[src/rtl/johnson8_decoder.sv]
// johnson8_decoder
//   Receive-side checker for an 8-bit Johnson-coded state bus. Each strobed
//   sample is decoded to its binary position (0..15), checked for legality,
//   and checked against the counter sequence. A HUNT/LOCKED tracker and a
//   saturating error counter summarise the health of the bus.
//
// Ports
//   CLK      in   clock, rising edge
//   RESET    in   asynchronous reset, active-high
//   EN       in   sample strobe; Q_IN is evaluated only when EN=1
//   Q_IN     in   8-bit Johnson code under test
//   COUNT    out  decoded position of the last legal sample
//   VALID    out  pulse: COUNT updated from a legal sample
//   ILLEGAL  out  pulse: sample is not one of the 16 Johnson codes
//   SEQ_ERR  out  pulse: legal code but not the expected successor (LOCKED)
//   LOCKED   out  tracker is in LOCKED
//   ERR_CNT  out  saturating count of ILLEGAL + SEQ_ERR events
module johnson8_decoder #(
  parameter int LOCK_CNT   = 2,
  parameter int ERR_W      = 8,
  parameter int ALLOW_HOLD = 0
) (
  input  logic             CLK,
  input  logic             RESET,
  input  logic             EN,
  input  logic [7:0]       Q_IN,
  output logic [3:0]       COUNT,
  output logic             VALID,
  output logic             ILLEGAL,
  output logic             SEQ_ERR,
  output logic             LOCKED,
  output logic [ERR_W-1:0] ERR_CNT
);

  typedef enum logic {
    HUNT   = 1'b0,
    LOCKED_ST = 1'b1
  } state_t;

  function automatic logic [3:0] popcnt(input logic [7:0] v);
    logic [3:0] n;
    n = 4'd0;
    for (int i = 0; i < 8; i++) n = n + {3'd0, v[i]};
    return n;
  endfunction

  // A legal code is a run of ones then zeros (MSB=1) or zeros then ones
  // (MSB=0). Folding the MSB=1 case through inversion leaves a pattern of
  // the form 0..01..1, which is exactly the values where r & (r+1) == 0.
  function automatic logic is_legal(input logic [7:0] q);
    logic [7:0] r;
    r = q[7] ? ~q : q;
    return ((r + 8'd1) & r) == 8'd0;
  endfunction

  function automatic logic [3:0] decode_pos(input logic [7:0] q);
    return q[7] ? (4'd8 - popcnt(q)) : (4'd8 + popcnt(q));
  endfunction

  function automatic logic [ERR_W-1:0] sat_inc(input logic [ERR_W-1:0] v);
    return (&v) ? v : v + 1'b1;
  endfunction

  state_t           state_q,    state_d;
  logic [3:0]       count_q,    count_d;
  logic             valid_q,    valid_d;
  logic             illegal_q,  illegal_d;
  logic             seq_err_q,  seq_err_d;
  logic [ERR_W-1:0] err_cnt_q,  err_cnt_d;
  logic [3:0]       run_q,      run_d;
  logic [3:0]       prev_pos_q, prev_pos_d;
  logic             prev_vld_q, prev_vld_d;

  logic       legal;
  logic [3:0] pos;
  logic [3:0] succ;
  logic       in_seq;
  logic       repeat_code;

  assign legal       = is_legal(Q_IN);
  assign pos         = decode_pos(Q_IN);
  assign succ        = prev_pos_q + 4'd1;
  assign in_seq      = prev_vld_q && (pos == succ);
  assign repeat_code = prev_vld_q && (pos == prev_pos_q);

  always_comb begin
    state_d    = state_q;
    count_d    = count_q;
    valid_d    = 1'b0;
    illegal_d  = 1'b0;
    seq_err_d  = 1'b0;
    err_cnt_d  = err_cnt_q;
    run_d      = run_q;
    prev_pos_d = prev_pos_q;
    prev_vld_d = prev_vld_q;

    if (EN) begin
      if (!legal) begin
        illegal_d  = 1'b1;
        err_cnt_d  = sat_inc(err_cnt_q);
        prev_vld_d = 1'b0;
        run_d      = 4'd0;
        state_d    = HUNT;
      end else begin
        count_d    = pos;
        valid_d    = 1'b1;
        prev_pos_d = pos;
        prev_vld_d = 1'b1;
        if (state_q == HUNT) begin
          // A stall in HUNT neither extends nor breaks the run when holds
          // are allowed; otherwise any break in sequence restarts it.
          if (!prev_vld_q || in_seq) run_d = run_q + 4'd1;
          else if (repeat_code && (ALLOW_HOLD != 0)) run_d = run_q;
          else run_d = 4'd1;
          if (run_d >= 4'(LOCK_CNT)) state_d = LOCKED_ST;
        end else begin
          if (!(in_seq || (repeat_code && (ALLOW_HOLD != 0)))) begin
            seq_err_d = 1'b1;
            err_cnt_d = sat_inc(err_cnt_q);
            run_d     = 4'd1;
            state_d   = HUNT;
          end
        end
      end
    end
  end

  always_ff @(posedge CLK or posedge RESET) begin
    if (RESET) begin
      state_q    <= HUNT;
      count_q    <= 4'd0;
      valid_q    <= 1'b0;
      illegal_q  <= 1'b0;
      seq_err_q  <= 1'b0;
      err_cnt_q  <= '0;
      run_q      <= 4'd0;
      prev_pos_q <= 4'd0;
      prev_vld_q <= 1'b0;
    end else begin
      state_q    <= state_d;
      count_q    <= count_d;
      valid_q    <= valid_d;
      illegal_q  <= illegal_d;
      seq_err_q  <= seq_err_d;
      err_cnt_q  <= err_cnt_d;
      run_q      <= run_d;
      prev_pos_q <= prev_pos_d;
      prev_vld_q <= prev_vld_d;
    end
  end

  assign COUNT   = count_q;
  assign VALID   = valid_q;
  assign ILLEGAL = illegal_q;
  assign SEQ_ERR = seq_err_q;
  assign LOCKED  = (state_q == LOCKED_ST);
  assign ERR_CNT = err_cnt_q;

endmodule

[config.mk]
export PLATFORM = sky130hd
export DESIGN_NAME = johnson8_decoder
export DESIGN_NICKNAME = d
export VERILOG_FILES = /design/src/rtl/johnson8_decoder.sv
export SDC_FILE = /design/constraint.sdc
export NUM_CORES = 1
export LEC_CHECK = 0
export ABC_AREA = 1
export CAP_MARGIN = 30
export CORE_MARGIN = 10
export CORE_UTILIZATION = 67
export DETAILED_ROUTE_END_ITERATION = 10
export DONT_BUFFER_PORTS = 1
export GPL_TIMING_DRIVEN = 0
export HOLD_SLACK_MARGIN = 0.05
export PLACE_DENSITY = 0.89
export SLEW_MARGIN = 10
export SYNTH_ARGS = -nofsm -noshare
export SYNTH_HDL_FRONTEND = slang
export SYNTH_SLANG_ARGS = --single-unit
[constraint.sdc]
create_clock -name CLK -period 2.75 [get_ports CLK]
set_input_delay 0.55 -clock CLK [delete_from_list [all_inputs] [get_ports CLK]]
set_output_delay 0.55 -clock CLK [all_outputs]
set_load 0.05 [all_outputs]
### After elaboration in Yosys (flattened, before gate mapping)

Cells that the tools add are included.

* flip-flop bits (word level): 21
* input bits: 11
* output and inout port bits: 16
* logic and storage cells: 61

* add/sub/neg operators: 13
* $lt $le $gt $ge: 1
* equality and inequality tests: 4
* multiplexer cells: 25
* bitwise gates (word level): 2
* reduce and logical (&&, ||, !) cells: 8

Operators with widths (count)
* 8-bit 2-to-1 mux: 5
* 4-bit 2-to-1 mux: 8
* 4-bit by 1-bit adder with 4-bit output: 4
* 8-bit by 1-bit adder with 8-bit output (second input constant): 2
* 1-bit 2-to-1 mux: 12
* 4-bit by 1-bit adder with 4-bit output (second input constant): 2
* 8-bit AND: 1
* 8-bit logical NOT: 1
* 8-bit NOT: 1
* 8-bit AND reduction: 1
* 3-bit by 1-bit adder with 4-bit output: 1
* 4-bit adder (first input constant): 1
* 4-bit == test: 1
* 4-bit by 2-bit >= comparator with 1-bit output (second input constant): 1
* 2-bit != test (second input constant): 2
* 2-bit AND reduction: 2
* 4-bit subtractor (first input constant): 1
* 2-bit by 1-bit adder with 3-bit output: 1
* 3-bit != test (second input constant): 1
* 3-bit AND reduction: 1
* 1-bit by 1-bit adder with 2-bit output: 1
* 1-bit logical AND: 1
* 1-bit logical NOT: 1
* 1-bit logical OR: 1

### Depth between registers and ports, before layout

Gate-level depths: netlist (run 1).

* depth in word-level cells: 20
* mapped depth: 24
* mapped depth without buffers: 24

### Worst setup path before layout (run 1)

OpenSTA, ideal clock, no wires.

* path type: input -> register
* start: input port Q_IN[0]
* end: register err_cnt_q[0] (netlist: ERR_CNT[0])
* library setup time: 118 ps
* arrival: 3959 ps
* path slack: -1327 ps
* cell stages on the path: 21
* path buffers: 0
* cell sequence: inv_1 > fa_1 > fa_1 > fa_1 > inv_1 > ha_1 > fa_1 > inv_1 > ha_1 > nand2_1 > o21ai_1 > or2_1 > nand3_1 > nor2_1 > nand3_1 > inv_2 > nand2_2 > nand2_8 > inv_4 > nand2_1 > nand2_1

* cells in the longest elaborated chain, start to end: 13
* elaborated cells on any way between the ends: 21
* those cells by class: add/sub (10); eq/ne (3); mux (3); bitwise (2); reduce/logical (3)

RTL lines
* from (decl): RTL line 26 `input logic [7:0] Q_IN,`
* 1-bit by 1-bit adder with 2-bit output: RTL line 43 `for (int i = 0; i < 8; i++) n = n + {3'd0, v[i]};`
* 2-bit by 1-bit adder with 3-bit output: RTL line 43
* 3-bit by 1-bit adder with 4-bit output: RTL line 43
* 4-bit by 1-bit adder with 4-bit output (4 in a row): RTL line 43
* 4-bit adder or 4-bit subtractor (tied branches): RTL line 57 `return q[7] ? (4'd8 - popcnt(q)) : (4'd8 + popcnt(q));`
* 4-bit 2-to-1 mux: RTL line 57
* 4-bit == test: RTL line 83 `assign in_seq = prev_vld_q && (pos == succ);`
* 1-bit logical AND: RTL line 83
* 2-bit != test (no line)
* 3-bit AND reduction (no line)
* to (signal assigned): RTL line 145 `err_cnt_q <= err_cnt_d;`
* to (decl): RTL line 69 `logic [ERR_W-1:0] err_cnt_q, err_cnt_d;`

Several ways; a longest one is shown, not always the timed one.
A chain may end at the register's enable or synchronous reset.

### Final worst setup path (run 1)

* start: input port Q_IN[0]
* end: register err_cnt_q[4] (netlist: ERR_CNT[4])

Same word-level chain as after synthesis.

==> metrics.yaml, run 1 <==
critPathLaunch: "Q_IN[0]"
async_flop_share: 1.00
gp_congestion: 0.810
die_area_um2: 4560
grt_pass1_vias: 1368
avgSynthCellArea_um2: 7.37
clk_latency_ns: 0.29
clockBufferDepth: 2
synth_cells: 205
slowest_delay_ns: 0.55
synth_seq_cells: 21
power_density_nw_per_um2: 802
yosysMostFrequentCell: "nand2_1"
grt_pass1_wl_um: 5500
drv_slew: 0
crit_top_cell: "fa_1"
power_switching_uw: 716
synth_xor_area_frac: 0.0637
failed_checks: "setup timing"
detail_route.wl_per_cell_um: 14.2
synth_top_family_by_area: "simple AND/OR/NAND/NOR gates"
rr_startpoint: "prev_pos_q[0]"
synth-main-ff-cell: "dfrtp_1"
period_share: 1.42
nets: 238
ant_nets: 0
cts-root-buf: "clkbuf_4"
synth_top_area_frac: 0.348
antenna_found_initial: 0
clkTransAtPathRegs_ns: 0.12
multiInputGateArea_um2: 963
skew_ns: 0.00801
drv_cap: 0
antenna_cells: 0
dr.first_iter.drc_count: 88
power_frac_seq: 0.474
io_buffer_count: 0
rows: 17
status: "finished with violations"
overflow: 0
crit_buf_inv: 5
clockPowerShare: 0.103
htreeDepth: 1
crit_path_cell_trace: "inv_8 -> fa_1 -> fa_1 -> fa_1 -> inv_2 -> ha_4 -> fa_1 -> inv_2 -> ha_4 -> nand2_2 -> o21ai_2 -> or2_1 -> nand3_2 -> nor2_4 -> nand3_2 -> inv_4 -> nand2_4 -> nand2_8 -> inv_8 -> nand2_1 -> nand2_1"
cts.sinks: 21
syn_area_um2: 1510
setup-violations-final: 17
startpoint_type: "primary input"
vias: 1325
max_freq_ghz: 0.256
cts_buffers: 3
cp-end-kind: "flip-flop"
layout_min_cycle_time_ns: 3.90
swShare: 0.512
synthSimpleGateAreaFrac: 0.326
pwr-share-comb: 0.424
path_class: "in2reg"
grt_start_max_net_pins: 22
io_pins: 27
maxSlewHeadroom: 0.473
synthTopCellsByArea: "dfrtp_1 35%, nand2_1 18%, inv_1 6.7%"
die_x_um: 67.5
worst_slew_pin_slew_ns: 0.789
wirelength_um: 3440
power_uw: 1400
seq_area_um2: 526
slowest_stage: "fa_1"
drc: 0
cts_tree: "yes"
dr.pass1.iters: 4
synth_nets: 227
yosys.area.top_type: "dfrtp_1"
ys_seq_area_frac: 0.348
setup_slack_ns: -1.15
p_int_uw: 682
initial_core_util: 0.697
path_max_fanout: 7
p_leak_uw: 0.000935
ir_worst_vdd_v: 0.000731
netlist_top_cells_count: "72 x nand2_1, 27 x inv_1, 21 x dfrtp_1"
fin_cells: 243
drive_gt1_frac: 0.237
fp.coreArea_um2: 2170
dp_hpwl_um: 2490
worstPathRequired_ns: 2.94
fp.dieH_um: 67.5
reg2reg_slack_ns: 0.60
fin_setup_tns_ns: -16.55
yosys.cell_types.count: 24
hold_path_class: "in2async"
post-place-cells: 233
rsz0062_at_grt: "yes"
synthMuxAreaShare: 0
synth_fa_ha_area_frac: 0.111
synth_warnings: 0
areaGrowthSynthToFinish_pct: 15.3
n_fill_cell: 138
fin_util: 0.803
synth_compound_area_frac: 0.0588
cp_top_family: "adder cells"
finalHoldViolCount: 0
drt-vias-per-instance: 5.45
worstPathArrival_ns: 4.09
synth-edff-count: 0
ctsHoldBuffers: 0
grt_use_total: 0.148
## power groups by stage
| stage | sequential [uW] | clock, uW | combinational (uW) |
|---|---|---|---|
| after global placement | 665 | 0 | 435 |
| after floorplan | 641 | 0 | 389 |
| after detailed placement | 670 | 0 | 460 |
| after global routing | 673 | 160 | 673 |
| final | 662 | 143 | 592 |
| after CTS | 663 | 146 | 550 |
## per-layer routing
layer  vias to the layer above  global-route usage  part of all wire
met1                       611               0.156              0.38
li1                        661                   -                 -
met4                         0              0.0538             0.021
met5                         -                   0                 0
met3                        10              0.0165             0.049
met2                        43               0.290              0.55
## layout by cell type, fill, tap and decap left out
master	count
nand2_4	4
clkbuf_1	1
nand3_1	14
o21ai_2	4
inv_8	2
dfrtp_1	21
buf_6	1
nor2_1	6
nand4_1	4
buf_4	5
inv_4	2
fa_1	4
nand3b_1	1
or2_1	1
xor2_1	5
inv_1	22
nand2_8	1
nor2_2	1
a21oi_1	3
clkbuf_4	3
nor3_2	1
nand2_1	59
nor3_1	2
ha_1	5
o21ai_0	3
nand3_2	2
nand2_2	14
nor2_4	2
o21ai_1	7
inv_2	7
ha_4	2
xnor2_1	6
## final timing paths
kind,end,cells after the start
setup / recovery,ERR_CNT[4],21
hold / removal,ERR_CNT[6],1
setup reg to reg,ERR_CNT[4],13
hold reg to reg,run_q[3],2
max in group asynchronous,ERR_CNT[4],1
min in group CLK,run_q[0],2
## stage by stage
stage / hold WS (ns) / instance area [um2] / setup WS [ns]
2_1_floorplan: 0.478 / 1550 / -1.24
3_3_place_gp: 0.494 / 1590 / -1.44
3_5_place_dp: 0.523 / 1590 / -1.51
4_1_cts: 0.294 / 1690 / -1.12
5_1_grt: 0.350 / 1740 / -1.28
6_report: 0.278 / 1740 / -1.15
## sequential cells by signal (all words and copies together) (netlist names)
signal	count
ERR_CNT	8
ILLEGAL	1
LOCKED	1
SEQ_ERR	1
VALID	1
prev_pos_q	4
prev_vld_q	1
run_q	4
## cells by family (layout without fill, tap and decap cells)
group                    Yosys count  count (layout)
flip-flops                        21              21
buffers and inverters             34              43
AO/OA/AOI/OAI                     17              17
XOR/XNOR                          11              11
adder cells (fa/ha/maj)           11              11
AND/OR/NAND/NOR                  111             112
## final cells by class
type	instances	area share
Clock buffer	4	0.0151
Inverter	33	0.0826
Multi-Input combinational cell	151	0.553
Timing Repair Buffer	5	0.0215
Sequential cell	21	0.302
Tap cell	28	0.0201
Buffer	1	0.00646
## timing repair
action                                  4_1_cts  5_1_grt
cloned                                        0        1
buffers inserted                              4        2
pin swaps                                     6        3
gates resized for setup                      12       12
endpoints found under the hold margin         0        0
endpoints found under the setup margin       17       17
(Power assumes the default switching activity.)
==> run 2: changes to the inputs <==
Settings changed: CELL_PAD_IN_SITES_DETAIL_PLACEMENT set to 1, CELL_PAD_IN_SITES_GLOBAL_PLACEMENT set to 1, CORE_UTILIZATION 67 to 48.
==> run 2 against run 1 <==
Compared with the run above: the flow still finishes with violations (setup timing); critical path depth is 1 lower; largest cell class unchanged; largest power group unchanged; register-to-register slack got worse by 0.09 ns; flip-flop and latch count unchanged; worst setup slack worse by 0.085 ns; clock power rose by 9%; design area up 0.72%; critical endpoint is now ERR_CNT[2]; cell count rose by 7.0%; core utilization shrank 22 points; critical path type unchanged; non-clock buffer count increased by 1; fmax down 2.1%.
==> metrics.yaml, run 2 (synthesis results as in run 1) <==
cts-root-buf: "clkbuf_4"
gp_congestion: 0.769  # -5.1%
worstPathArrival_ns: 4.22  # +0.13 ns
rsz0062_at_grt: "yes"
crit_top_cell: "fa_1"
setup-violations-final: 17  # unchanged
max_freq_ghz: 0.251  # -2.1%
finalHoldViolCount: 0  # unchanged
cts_buffers: 3  # unchanged
ir_worst_vdd_v: 0.000261  # -64%
fp.coreArea_um2: 3030  # +40%
failed_checks: "setup timing"
crit_buf_inv: 4  # -1
htreeDepth: 1  # unchanged
rows: 20  # +3
clockBufferDepth: 2  # unchanged
clkTransAtPathRegs_ns: 0.13  # about the same
maxSlewHeadroom: 0.471  # -0.00253
grt_start_max_net_pins: 22  # unchanged
power_uw: 1470  # +4.9%
skew_ns: 0.0137  # +0.00572 ns
worstPathRequired_ns: 2.98  # +0.04 ns
rr_startpoint: "prev_pos_q[0]"
grt_pass1_wl_um: 7380  # +34%
p_leak_uw: 0.000937  # +0.20%
status: "finished with violations"
wirelength_um: 4420  # +29%
clk_latency_ns: 0.31  # +0.02 ns
period_share: 1.45  # +0.0308
nets: 239  # +0.42%
ant_nets: 0  # unchanged
initial_core_util: 0.499  # -0.197
path_max_fanout: 5  # -2
cts_tree: "yes"
ctsHoldBuffers: 0  # unchanged
largest_register_ffs: 8  # unchanged
worst-path-stages: 20  # -4.8%
dp_hpwl_um: 3180  # +27%
drc: 0  # unchanged
dr.first_iter.drc_count: 83  # -5.7%
startpoint_type: "primary input"
cp_top_family: "adder cells"
fin_cells: 260  # +7.0%
die_area_um2: 5790  # +27%
cp-end-kind: "flip-flop"
grt_pass1_vias: 1546  # +13%
fp.dieH_um: 76.1  # +13%
layout_min_cycle_time_ns: 3.98  # +0.0848 ns
die_x_um: 76.1  # +13%
setup_slack_ns: -1.23  # -0.0848 ns
crit_path_cell_trace: "inv_8 -> fa_1 -> fa_1 -> fa_1 -> inv_1 -> ha_2 -> fa_1 -> inv_2 -> ha_4 -> nand2_4 -> o21ai_4 -> or2_1 -> nand3_1 -> nor2_2 -> nand3_2 -> inv_2 -> nand2_4 -> nand2_8 -> nand2_1 -> o21ai_1"
drive_gt1_frac: 0.236  # -0.00110
grt_use_total: 0.151  # +0.00343
layout_common_cells: "60 x nand2_1, 22 x inv_1, 21 x dfrtp_1"
hold_slack_ns: 0.254  # -0.0242 ns
areaGrowthSynthToFinish_pct: 16.1
drv_slew: 0  # unchanged
slowest_delay_ns: 0.57  # +0.02 ns
placed_area_um2: 1610  # +1.3%
drv_cap: 0  # unchanged
antenna_cells: 0  # unchanged
path_class: "in2reg"
reg2reg_slack_ns: 0.51  # -0.09 ns
hold_path_class: "in2async"
antenna_found_initial: 0  # unchanged
io_pins: 27  # unchanged
power_density_nw_per_um2: 835  # +4.2%
cts.sinks: 21  # unchanged
post-place-cells: 249  # +6.9%
slowest_stage: "fa_1"
detail_route.wl_per_cell_um: 17.0  # +20%
drt-vias-per-instance: 5.35  # -1.9%
worstRegToRegCells: 12  # -1
overflow: 0  # unchanged
vias: 1391  # +5.0%
dr.pass1.iters: 4  # unchanged
io_buffer_count: 0  # unchanged
post-route-cell-area_um2: 1760  # +0.72%
fin_util: 0.580  # -0.224
final_common_cell: "nand2_1"
reg2reg_to: "ERR_CNT[2]"
worst_slew_pin_slew_ns: 0.793  # +0.00379 ns
[run 2: cell count changes in the layout (fill, tap and decap cells not counted), sizes merged]
cell,before,now
clkbuf,4,3
clkinv,0,1
buf,6,7
[run 2: layout make-up]
class | count | area, um2
Tap cell | 44 | 55.1
Clock inverter | 1 | 5.00
Multi-Input combinational cell | 151 | 950
Fill cell | 391 | 1270
Inverter | 33 | 141
Clock buffer | 3 | 22.5
Sequential cell | 21 | 526
Buffer | 1 | 11.3
Timing Repair Buffer | 6 | 45.0
[run 2: through the flow]
| step | setup slack, ns | setup TNS (ns) |
|---|---|---|
| 2_1_floorplan | -1.24 | -18.47 |
| 3_3_place_gp | -1.40 | -20.95 |
| 3_5_place_dp | -1.61 | -24.06 |
| 4_1_cts | -1.18 | -17.09 |
| 5_1_grt | -1.38 | -20.37 |
| 6_report | -1.23 | -18.07 |
[run 2: worst max-delay path by stage]
stage	slack (ns)	endpoint	from
6_report	-1.23	ERR_CNT[2]	Q_IN[0]
5_1_grt	-1.38	ERR_CNT[2]	Q_IN[0]
4_1_cts	-1.18	ERR_CNT[2]	Q_IN[0]
3_5_place_dp	-1.61	run_q[1]	Q_IN[0]
3_3_place_gp	-1.40	ERR_CNT[7]	Q_IN[0]
2_1_floorplan	-1.24	ERR_CNT[0]	Q_IN[0]
[run 2: timing repair]
| action | 4_1_cts | 5_1_grt |
|---|---|---|
| resized for setup | 6 | 14 |
| buffers inserted | 4 | 2 |
| cloned | 1 | 0 |
| setup endpoints to repair | 17 | 17 |
| hold endpoints to repair | 0 | 0 |
| pin swaps | 2 | 2 |
[run 2: worst reg2reg max path: stages (launching register included)]
cell and delay (ns):
dfrtp_1 0.64, ha_1 0.35, xnor2_1 0.23, inv_1 0.08, nand2_2 0.09, nand2_1 0.07
nor2_2 0.13, nand3_2 0.11, inv_2 0.10, nand2_4 0.09, nand2_8 0.10, nand2_1 0.07
o21ai_1 0.12
[run 2: layer usage]
| layer | GRT usage | routed length (um) |
|---|---|---|
| met5 | 0 | 0 |
| met3 | 0.0413 | 241 |
| met1 | 0.158 | 1680 |
| met4 | 0.0539 | 95 |
| met2 | 0.281 | 2410 |
[run 2: power breakdown]
part	internal (uW)	switching, uW
Combinational	273	368
Clock	54.3	101
Sequential	363	308
Total	690	777
